### src/rtl/wb_lfsr_sequencer_if.sv
// Wishbone link between the LFSR sequencer (master) and one wb_lfsr slave.
// Single-bit read data: the slave returns one LFSR output bit per read.
interface wb_lfsr_sequencer_if;
  logic       cyc;
  logic       stb;
  logic       we;
  logic [2:0] addr;
  logic [7:0] wdata;
  logic       stall;
  logic       ack;
  logic       rdata;

  modport master (
    output cyc, stb, we, addr, wdata,
    input  stall, ack, rdata
  );

  modport slave (
    input  cyc, stb, we, addr, wdata,
    output stall, ack, rdata
  );
endinterface

### src/rtl/wb_lfsr_sequencer.sv
// Wishbone master that brings up a wb_lfsr (reset, seed, load, run) and can
// then collect NUM_BITS output bits through single-bit reads.
//
// state    | meaning
// ---------+--------------------------------------------------------------
// S_IDLE   | waiting for i_start, bus idle
// S_REQ    | cyc=stb=1, command held until the slave takes it (stall=0)
// S_WAIT   | cyc=1, stb=0, waiting for ack with timeout
// S_GAP    | one cycle with cyc=0 between transactions
// S_DONE   | one-cycle o_done pulse, then back to idle
module wb_lfsr_sequencer #(
  parameter int          NUM_BITS     = 32,
  parameter logic [2:0]  READ_ADDR    = 3'b101,
  parameter int          ACK_TIMEOUT  = 255,
  parameter logic [31:0] DEFAULT_SEED = 32'h6424_0F15
) (
  input  logic                i_clk,
  input  logic                i_reset,
  input  logic                i_start,
  input  logic                i_sample_en,
  input  logic [31:0]         i_seed,
  output logic                o_busy,
  output logic                o_done,
  output logic                o_error,
  output logic [NUM_BITS-1:0] o_rand,
  wb_lfsr_sequencer_if.master wb
);

  localparam logic [2:0] S_IDLE = 3'd0;
  localparam logic [2:0] S_REQ  = 3'd1;
  localparam logic [2:0] S_WAIT = 3'd2;
  localparam logic [2:0] S_GAP  = 3'd3;
  localparam logic [2:0] S_DONE = 3'd4;

  localparam int TW = (ACK_TIMEOUT > 1) ? $clog2(ACK_TIMEOUT + 1) : 1;

  logic [2:0]    state;
  logic [6:0]    step;
  logic [31:0]   seed_q;
  logic          sample_q;
  logic [TW-1:0] tmo_cnt;

  logic [31:0] seed_in;
  logic [31:0] seed_nxt;
  logic [6:0]  step_nxt;
  logic [6:0]  last_step;
  logic        cmd_we;
  logic [2:0]  cmd_addr;
  logic [7:0]  cmd_data;
  logic        step_is_read;

  assign seed_in      = (i_seed == 32'd0) ? DEFAULT_SEED : i_seed;
  assign last_step    = sample_q ? 7'(6 + NUM_BITS) : 7'd6;
  assign step_is_read = (step >= 7'd7);

  // Command for the step about to be issued; from IDLE that is step 0 with
  // the incoming seed, since seed_q is only written on the same edge.
  always_comb begin
    step_nxt = (state == S_IDLE) ? 7'd0 : step + 7'd1;
    seed_nxt = (state == S_IDLE) ? seed_in : seed_q;
    cmd_we   = 1'b1;
    cmd_addr = 3'd4;
    cmd_data = 8'h00;
    case (step_nxt)
      7'd0: cmd_data = 8'h01;
      7'd1: begin cmd_addr = 3'd0; cmd_data = seed_nxt[7:0];   end
      7'd2: begin cmd_addr = 3'd1; cmd_data = seed_nxt[15:8];  end
      7'd3: begin cmd_addr = 3'd2; cmd_data = seed_nxt[23:16]; end
      7'd4: begin cmd_addr = 3'd3; cmd_data = seed_nxt[31:24]; end
      7'd5: cmd_data = 8'h02;
      7'd6: cmd_data = 8'h00;
      default: begin
        cmd_we   = 1'b0;
        cmd_addr = READ_ADDR;
        cmd_data = 8'h00;
      end
    endcase
  end

  always_ff @(posedge i_clk) begin
    if (i_reset) begin
      state    <= S_IDLE;
      step     <= 7'd0;
      seed_q   <= 32'd0;
      sample_q <= 1'b0;
      tmo_cnt  <= '0;
      o_busy   <= 1'b0;
      o_done   <= 1'b0;
      o_error  <= 1'b0;
      o_rand   <= '0;
      wb.cyc   <= 1'b0;
      wb.stb   <= 1'b0;
      wb.we    <= 1'b0;
      wb.addr  <= 3'd0;
      wb.wdata <= 8'h00;
    end else begin
      o_done <= 1'b0;
      case (state)
        S_IDLE: begin
          if (i_start) begin
            seed_q   <= seed_in;
            sample_q <= i_sample_en;
            o_error  <= 1'b0;
            o_busy   <= 1'b1;
            step     <= step_nxt;
            wb.cyc   <= 1'b1;
            wb.stb   <= 1'b1;
            wb.we    <= cmd_we;
            wb.addr  <= cmd_addr;
            wb.wdata <= cmd_data;
            state    <= S_REQ;
          end
        end
        S_REQ: begin
          if (!wb.stall) begin
            wb.stb <= 1'b0;
            if (wb.ack) begin
              if (step_is_read)
                o_rand <= (o_rand << 1) | NUM_BITS'(wb.rdata);
              wb.cyc <= 1'b0;
              state  <= S_GAP;
            end else begin
              tmo_cnt <= TW'(ACK_TIMEOUT - 1);
              state   <= S_WAIT;
            end
          end
        end
        S_WAIT: begin
          if (wb.ack) begin
            if (step_is_read)
              o_rand <= (o_rand << 1) | NUM_BITS'(wb.rdata);
            wb.cyc <= 1'b0;
            state  <= S_GAP;
          end else if (tmo_cnt == '0) begin
            wb.cyc  <= 1'b0;
            o_error <= 1'b1;
            o_done  <= 1'b1;
            o_busy  <= 1'b0;
            state   <= S_DONE;
          end else begin
            tmo_cnt <= tmo_cnt - 1'b1;
          end
        end
        S_GAP: begin
          if (step == last_step) begin
            o_done <= 1'b1;
            o_busy <= 1'b0;
            state  <= S_DONE;
          end else begin
            // Entering the first read step starts a fresh sample word.
            if (step_nxt == 7'd7)
              o_rand <= '0;
            step     <= step_nxt;
            wb.cyc   <= 1'b1;
            wb.stb   <= 1'b1;
            wb.we    <= cmd_we;
            wb.addr  <= cmd_addr;
            wb.wdata <= cmd_data;
            state    <= S_REQ;
          end
        end
        S_DONE: state <= S_IDLE;
        default: state <= S_IDLE;
      endcase
    end
  end

endmodule
### src/flat_wrapper.sv
// flat-port wrapper written by rule: the top's interface ports become plain ports
module wb_lfsr_sequencer_flat 
#(
  parameter int          NUM_BITS     = 32,
  parameter logic [2:0]  READ_ADDR    = 3'b101,
  parameter int          ACK_TIMEOUT  = 255,
  parameter logic [31:0] DEFAULT_SEED = 32'h6424_0F15
)
  (i_clk, i_reset, i_start, i_sample_en, i_seed, o_busy, o_done, o_error, o_rand, wb_cyc, wb_stb, wb_we, wb_addr, wb_wdata, wb_stall, wb_ack, wb_rdata);
  wb_lfsr_sequencer_if wb_i ();
  input  logic i_clk;
  input  logic i_reset;
  input  logic i_start;
  input  logic i_sample_en;
  input  logic [31:0] i_seed;
  output logic o_busy;
  output logic o_done;
  output logic o_error;
  output logic [NUM_BITS-1:0] o_rand;
  output wire logic [$bits(wb_i.cyc)-1:0] wb_cyc;
  output wire logic [$bits(wb_i.stb)-1:0] wb_stb;
  output wire logic [$bits(wb_i.we)-1:0] wb_we;
  output wire logic [$bits(wb_i.addr)-1:0] wb_addr;
  output wire logic [$bits(wb_i.wdata)-1:0] wb_wdata;
  input wire logic [$bits(wb_i.stall)-1:0] wb_stall;
  input wire logic [$bits(wb_i.ack)-1:0] wb_ack;
  input wire logic [$bits(wb_i.rdata)-1:0] wb_rdata;
  assign wb_cyc = wb_i.cyc;
  assign wb_stb = wb_i.stb;
  assign wb_we = wb_i.we;
  assign wb_addr = wb_i.addr;
  assign wb_wdata = wb_i.wdata;
  assign wb_i.stall = wb_stall;
  assign wb_i.ack = wb_ack;
  assign wb_i.rdata = wb_rdata;
  wb_lfsr_sequencer #(.NUM_BITS(NUM_BITS), .READ_ADDR(READ_ADDR), .ACK_TIMEOUT(ACK_TIMEOUT), .DEFAULT_SEED(DEFAULT_SEED)) u_core (.i_clk(i_clk), .i_reset(i_reset), .i_start(i_start), .i_sample_en(i_sample_en), .i_seed(i_seed), .o_busy(o_busy), .o_done(o_done), .o_error(o_error), .o_rand(o_rand), .wb(wb_i));
endmodule
### config.mk
export PLATFORM = sky130hd
export DESIGN_NAME = wb_lfsr_sequencer_flat
export DESIGN_NICKNAME = d
export VERILOG_FILES = /design/src/rtl/wb_lfsr_sequencer_if.sv /design/src/rtl/wb_lfsr_sequencer.sv /design/src/flat_wrapper.sv
export SDC_FILE = /design/constraint.sdc
export NUM_CORES = 1
export LEC_CHECK = 0
export CAP_MARGIN = 20
export CORE_UTILIZATION = 42
export CTS_CLUSTER_DIAMETER = 200
export DETAILED_ROUTE_END_ITERATION = 7
export PLACE_DENSITY = 0.68
export SYNTH_ARGS = -nofsm -noshare
export SYNTH_HDL_FRONTEND = slang
export SYNTH_SLANG_ARGS = --single-unit
### constraint.sdc
create_clock -name i_clk -period 4.55 [get_ports i_clk]
set_input_delay 0.91 -clock i_clk [delete_from_list [all_inputs] [get_ports i_clk]]
set_output_delay 0.91 -clock i_clk [all_outputs]
set_load 0.05 [all_outputs]
* Yosys cells after proc, flatten, opt, wreduce, memory -nomap -nowiden *
Index checks and enable logic that the tools add are counted.

storage, ports and cells
  flip-flop bits (word level) = 100
  latch bits = 0
  RAM bits = 0
  memory bits (read-only) = 0
  bits of input ports = 39
  output and inout port bits = 49
  word-level logic and storage cells = 119
  memories = 0

cells by class
  add/sub/neg operators = 2
  multiply operators = 0
  divide/modulo/power cells = 0
  $lt $le $gt $ge = 1
  equality and inequality tests = 22
  shifts and indexed selects = 0
  multiplexer cells = 57
  bitwise operators = 1
  reductions and logical operators = 22

operators by type and width
  kind                                                  count
  two-way mux 32 bit                                    7
  case mux 32 bit (3 select lines)                      1
  two-way mux 8 bit                                     6
  case mux 8 bit (6 select lines)                       1
  logical NOT 32 bit                                    1
  OR 32 x 1 -> 32 bit                                   1
  case mux 8 bit (2 select lines)                       2
  equality test 7 x 3 -> 1 bit (second input constant)  4
  two-way mux 3 bit                                     7
  two-way mux 7 bit                                     3
  two-way mux 1 bit                                     19
  case mux 3 bit (5 select lines)                       1
  equality test 7 x 2 -> 1 bit (second input constant)  2
  inequality test 2 bit (second input constant)         7
  case mux 7 bit (2 select lines)                       1
  case mux 3 bit (4 select lines)                       1
  AND reduction 4 bit                                   3
  AND reduction 5 bit                                   2
  nonzero test 3 bit                                    3
  logical NOT 8 bit                                     1
  subtractor 8 x 1 -> 8 bit (second input constant)     1
  adder 7 x 1 -> 7 bit (second input constant)          1
  equality test 7 x 1 -> 1 bit (second input constant)  1
  equality test 7 bit                                   1
  other kinds (19)                                      28

* Depth between registers and ports, before layout *
  depth after elaboration = 7
  mapped depth = 9
  gate-level depth less buffers = 7

* Least setup slack after synthesis *
OpenSTA, ideal clock, no wires.

  kind = register to register
  start = reg u_core.step[1]
  end = reg u_core.o_rand[12]
  library setup time = 132 ps
  data arrival time = 1,999 ps
  data required time = 4,418 ps
  slack = 2,418 ps
  stages on the path, launching flop included = 9
  path buffers = 2
  clock period less this slack = 2,132 ps
  cells stage by stage = dfxtp_1 > ha_1 > buf_2 > xor2_1 > nand4_2 > o41a_4 > buf_6 > o21ai_1 > a21oi_1

on the way
  word-level cells in the longest chain between the ends = 5
  elaborated cells on any way between the ends = 12
  those cells by class = 1 x add/sub; 1 x order compare; 4 x eq/ne; 5 x mux; 1 x reduce/logical

ends and longest elaborated chain
  what                                                                               RTL line                                          source
  from (decl)                                                                        wb_lfsr_sequencer.sv:38                           logic [6:0] step;
  from (signal assigned)                                                             wb_lfsr_sequencer.sv:105                          step <= step_nxt;
  from (signal assigned)                                                             wb_lfsr_sequencer.sv:153                          step <= step_nxt;
  adder 7 x 1 -> 7 bit or >= comparator 7 x 3 -> 1 bit (tied branches)               wb_lfsr_sequencer.sv:59, wb_lfsr_sequencer.sv:54
  two-way mux 7 bit or two-way mux 32 bit (tied branches)                            n/a
  equality test 7 x 3 -> 1 bit or two-way mux 32 bit (tied branches)                 n/a
  inequality test 2 x 1 -> 1 bit (no line) or two-way mux 32 bit (tied branches)     n/a
  AND reduction 4 bit (no line) or case mux 32 bit (3 select lines) (tied branches)  n/a
  to (signal assigned)                                                               wb_lfsr_sequencer.sv:119                          o_rand <= (o_rand << 1) | NUM_BITS'(wb.rdata);
  to (signal assigned)                                                               wb_lfsr_sequencer.sv:131                          o_rand <= (o_rand << 1) | NUM_BITS'(wb.rdata);
  to (decl)                                                                          wb_lfsr_sequencer.sv:25                           output logic [NUM_BITS-1:0] o_rand,

Several ways; a longest one is shown, not always the timed one. The select of a mux whose other input is x is not followed.
A chain may end at the register's enable or synchronous reset.

* Final worst setup path *
  start = reg u_core.step[0]
  end = reg u_core.o_rand[11]

The elaborated chain is that of the path after synthesis.

==> results by group <==
Hold path
  – Worst hold start: u_core.seed_q[22]$_SDFFE_PP0P_
  – Worst hold path type: reg2reg
  – Hold EP: u_core.seed_q[22]$_SDFFE_PP0P_
  – Worst hold stages: 2

Global route
  – Gr ovfl total: 0
  – Initial antenna violation count: 0
  – Number of global-route vias before repair: 3937
  – Largest net degree at the start of global routing: 82
  – All-Layer GR Usage: approximately a fifth
  – First-pass GRT wire length: 19400 um

Final layout
  – Post-layout util: 52.7%
  – Multi-input gate area: around 2400 sq um
  – Fillers: 1054
  – Layout overhead on the synthesized area: 22.5%
  – Register area: about 2000 sq um
  – Layout cells sized above 1: 9.86%
  – Final-stage net count: approximately 670
  – Antenna cells: 0

Flow run
  – Number of max-cap violations: 0

Logic synthesis
  – Main synth FF type: dfxtp_1
  – Sequential fraction of the synthesis area: between 40% and 50%
  – Most frequent cells after synthesis: dfxtp_1, nand2_1, a21oi_1
  – Syn nets: approximately 610
  – Syn_area_per_cell: 8.30 sq um
  – Synth area leaders: dfxtp_1, a21oi_1, nand2_1
  – Syn Inst Count: approximately 560
  – Syn. warnings: 0
  – Yosys top cell area share: 42.9%
  – Leading area contributor after synthesis: dfxtp_1
  – EDFF count, synth: 0
  – Synth unique cells: 63
  – Fraction of registers with async set/reset: 0%
  – Most common cell in the netlist: dfxtp_1
  – Synthesized area: between 4000 and 5000 sq um
  – Number of synthesized register bits: 100

Setup path
  – R2R Path Start: u_core.step[0]$_SDFFE_PP0P_
  – Endpoint class of the critical path: flip-flop
  – Critical path type: reg2reg
  – Critical path arrival: about 3.3 ns
  – Critical path data required time: 4.85 ns
  – Worst r2r path cells: 7
  – Startpoint Class: flip-flop
  – R2r endpoint: u_core.o_rand[11]$_SDFFE_PP0P_
  – CP Max Fanout: 32
  – R2r setup slk: roughly 1.6 ns

Die
  – # IOs: 88
  – Initial Util: a little over two fifths
  – Chip width: approximately 110 um
  – # rows: 38
  – Die area: between 10000 and 15000 sq um
  – Core Region: roughly 11000 sq um
  – Die Y: 107 um

Power
  – Maximum VDD drop: 181 uV
  – Cell area power density: about 330 nW/um^2
  – Comb pwr share: 21.3%
  – Switching portion of total power: between 30% and 40%
  – Leakage: ~1.9 nW
  – Cell Int Power: around 0.0013 W
  – Switch Pwr: slightly below 0.0006 W
  – Seq pwr share: about half
  – Clk pwr share: around 27%

STA
  – Max Slew Vio Count: 0
  – Min Tclk post-route: 2.97 ns
  – Final WS setup: roughly 1.6 ns
  – Final Hold Vio Count: 0
  – Final TNS setup: 0 ns
  – RSZ-0062 raised after global routing: false
  – Final Skew: between 0.01 and 0.015 ns
  – Period utilisation layout: between 60% and 70%
  – Worst slew pin tran: about 1.1 ns
  – Worst relative slew slack: between 20% and 30%
  – Final setup fails: 0
  – Max Clk Rate: 337 MHz

Run status
  – Status: complete, no violations

Clocking
  – Setup Fix Bufs, Post-CTS: 0
  – CTS Buffer Depth: 2
  – Post-cts sizing count: 0
  – Clock transition at path regs: around 0.09 ns
  – Clock latency on the worst-skew pair: ~0.37 ns
  – CTS tree: yes
  – Sink Count: 100
  – CTS Buf Count: 9
  – Htree depth: 3
  – Root buf cell: clkbuf_8
  – CTS hold repair buffers: 0

Route
  – DR WL/cell: approximately 15 um
  – Detail Route Antenna Nets: 0
  – Final WL: approximately 12000 um
  – Drt drc: 0
  – Number of vias per cell: roughly 5.7
  – Via count: around 4400
  – 1st-pass router iterations: 4
  – Starting DRC count in detailed routing: ~240

Place
  – Post-DP HPWL: 8020 um
  – PortBufs: 87
  – Post-Place Setup Slack: about 1.3 ns
  – Routability cong.: 0.830
## cells by family after synthesis
family / after synthesis / synth area share (%)
AO/OA/AOI/OAI: 186 / 25.6
flip-flops: 100 / 42.9
multiplexers: 7 / 1.66
AND/OR/NAND/NOR: 202 / 21.2
adder cells (fa/ha/maj): 4 / 1.07
buffers and inverters: 54 / 5.90
XOR/XNOR: 9 / 1.69
## flip-flops by register name, indices dropped and copies added, names as in the netlist
name and flops:
u_core.wb.cyc 1, u_core.o_rand 32, u_core.tmo_cnt 8, u_core.wb.addr 3
u_core.step 7, u_core.o_busy 1, u_core.o_done 1, u_core.sample_q 1
u_core.seed_q 32, u_core.state 3, u_core.wb.we 1, u_core.wb.wdata 8
u_core.wb.stb 1, u_core.o_error 1
## worst max-delay path, cell delays in order, from the launching register on
cell and delay [ns]:
dfxtp_1 0.31, buf_4 0.21, ha_1 0.37, a2111o_1 0.46, o221ai_1 0.31, a21o_1 0.85
o21ai_0 0.21, a21oi_1 0.17
## final cells by class
class                   instances  area share [%]
clock buffers                  12            2.54
inverters                      11           0.722
well taps                     140            3.06
clock inverters                 3           0.416
multi-input cells             408            41.9
repair buffers                 95            16.3
flip-flops and latches        100            35.0
## stage by stage
step / instance area [sq um] / power (W) / hold WS (ns) / cells
3_3_place_gp: 5530 / 0.00139 / 0.444 / 753
4_1_cts: 5700 / 0.00190 / 0.461 / 768
6_report: 5720 / 0.00189 / 0.457 / 769
5_1_grt: 5720 / 0.00198 / 0.479 / 769
3_5_place_dp: 5530 / 0.00140 / 0.449 / 753
2_1_floorplan: 4670 / 0.00127 / 0.432 / 562
## worst max path at each step
stage	slack [ns]	cells after the start	to	start
floorplan	2.42	8	u_core.o_rand[12]$_SDFFE_PP0P_	u_core.step[1]$_SDFFE_PP0P_
global placement	1.38	6	u_core.o_rand[10]$_SDFFE_PP0P_	wb_stall
detailed placement	1.32	6	u_core.o_rand[30]$_SDFFE_PP0P_	wb_stall
CTS	1.61	7	u_core.o_rand[11]$_SDFFE_PP0P_	u_core.step[0]$_SDFFE_PP0P_
global route	1.33	7	u_core.o_rand[10]$_SDFFE_PP0P_	u_core.step[0]$_SDFFE_PP0P_
finish	1.58	7	u_core.o_rand[11]$_SDFFE_PP0P_	u_core.step[0]$_SDFFE_PP0P_
## layer usage
metal,vias up,GRT usage (%),routed length [um]
met5,-,0,0
met4,0,6.07,158
met3,13,4.30,651
met2,133,32.1,5340
met1,2054,29.8,5600
li1,2156,-,-
## power by group through the flow
stage               clock (W)  sequential [W]  combinational, W
detailed placement          0        0.000998          0.000399
finish               0.000506        0.000979          0.000402
global route         0.000554        0.000987          0.000436
floorplan                   0         0.00104          0.000221
CTS                  0.000525        0.000978          0.000401
global placement            0        0.000997          0.000396
## cells in the final DEF (no fill, tap or decap), types with 3 or more instances in the layout
| master | Yosys | layout |
|---|---|---|
| buf_4 | 3 | 7 |
| clkbuf_8 | 0 | 10 |
| dfxtp_1 | 100 | 100 |
| o21ai_0 | 16 | 16 |
| clkdlybuf4s50_1 | 0 | 86 |
| nand4_1 | 10 | 10 |
| o211ai_1 | 3 | 3 |
| a21oi_1 | 80 | 80 |
| nor3_2 | 5 | 5 |
| a211oi_1 | 6 | 6 |
| nor3_1 | 10 | 10 |
| a31oi_1 | 6 | 6 |
| a311oi_1 | 7 | 7 |
| inv_1 | 9 | 9 |
| nand2b_1 | 3 | 3 |
| a21o_1 | 3 | 3 |
| ha_1 | 4 | 4 |
| or3_1 | 3 | 3 |
| nand3_1 | 18 | 18 |
| xor2_1 | 8 | 8 |
| mux2_2 | 6 | 6 |
| nor4_1 | 11 | 11 |
| o21ai_1 | 29 | 29 |
| o21ai_2 | 3 | 3 |
| nand2_1 | 98 | 98 |
| o221a_2 | 14 | 14 |
| nor2b_1 | 3 | 3 |
| nor2_1 | 26 | 26 |
(Power assumes the default switching activity.)
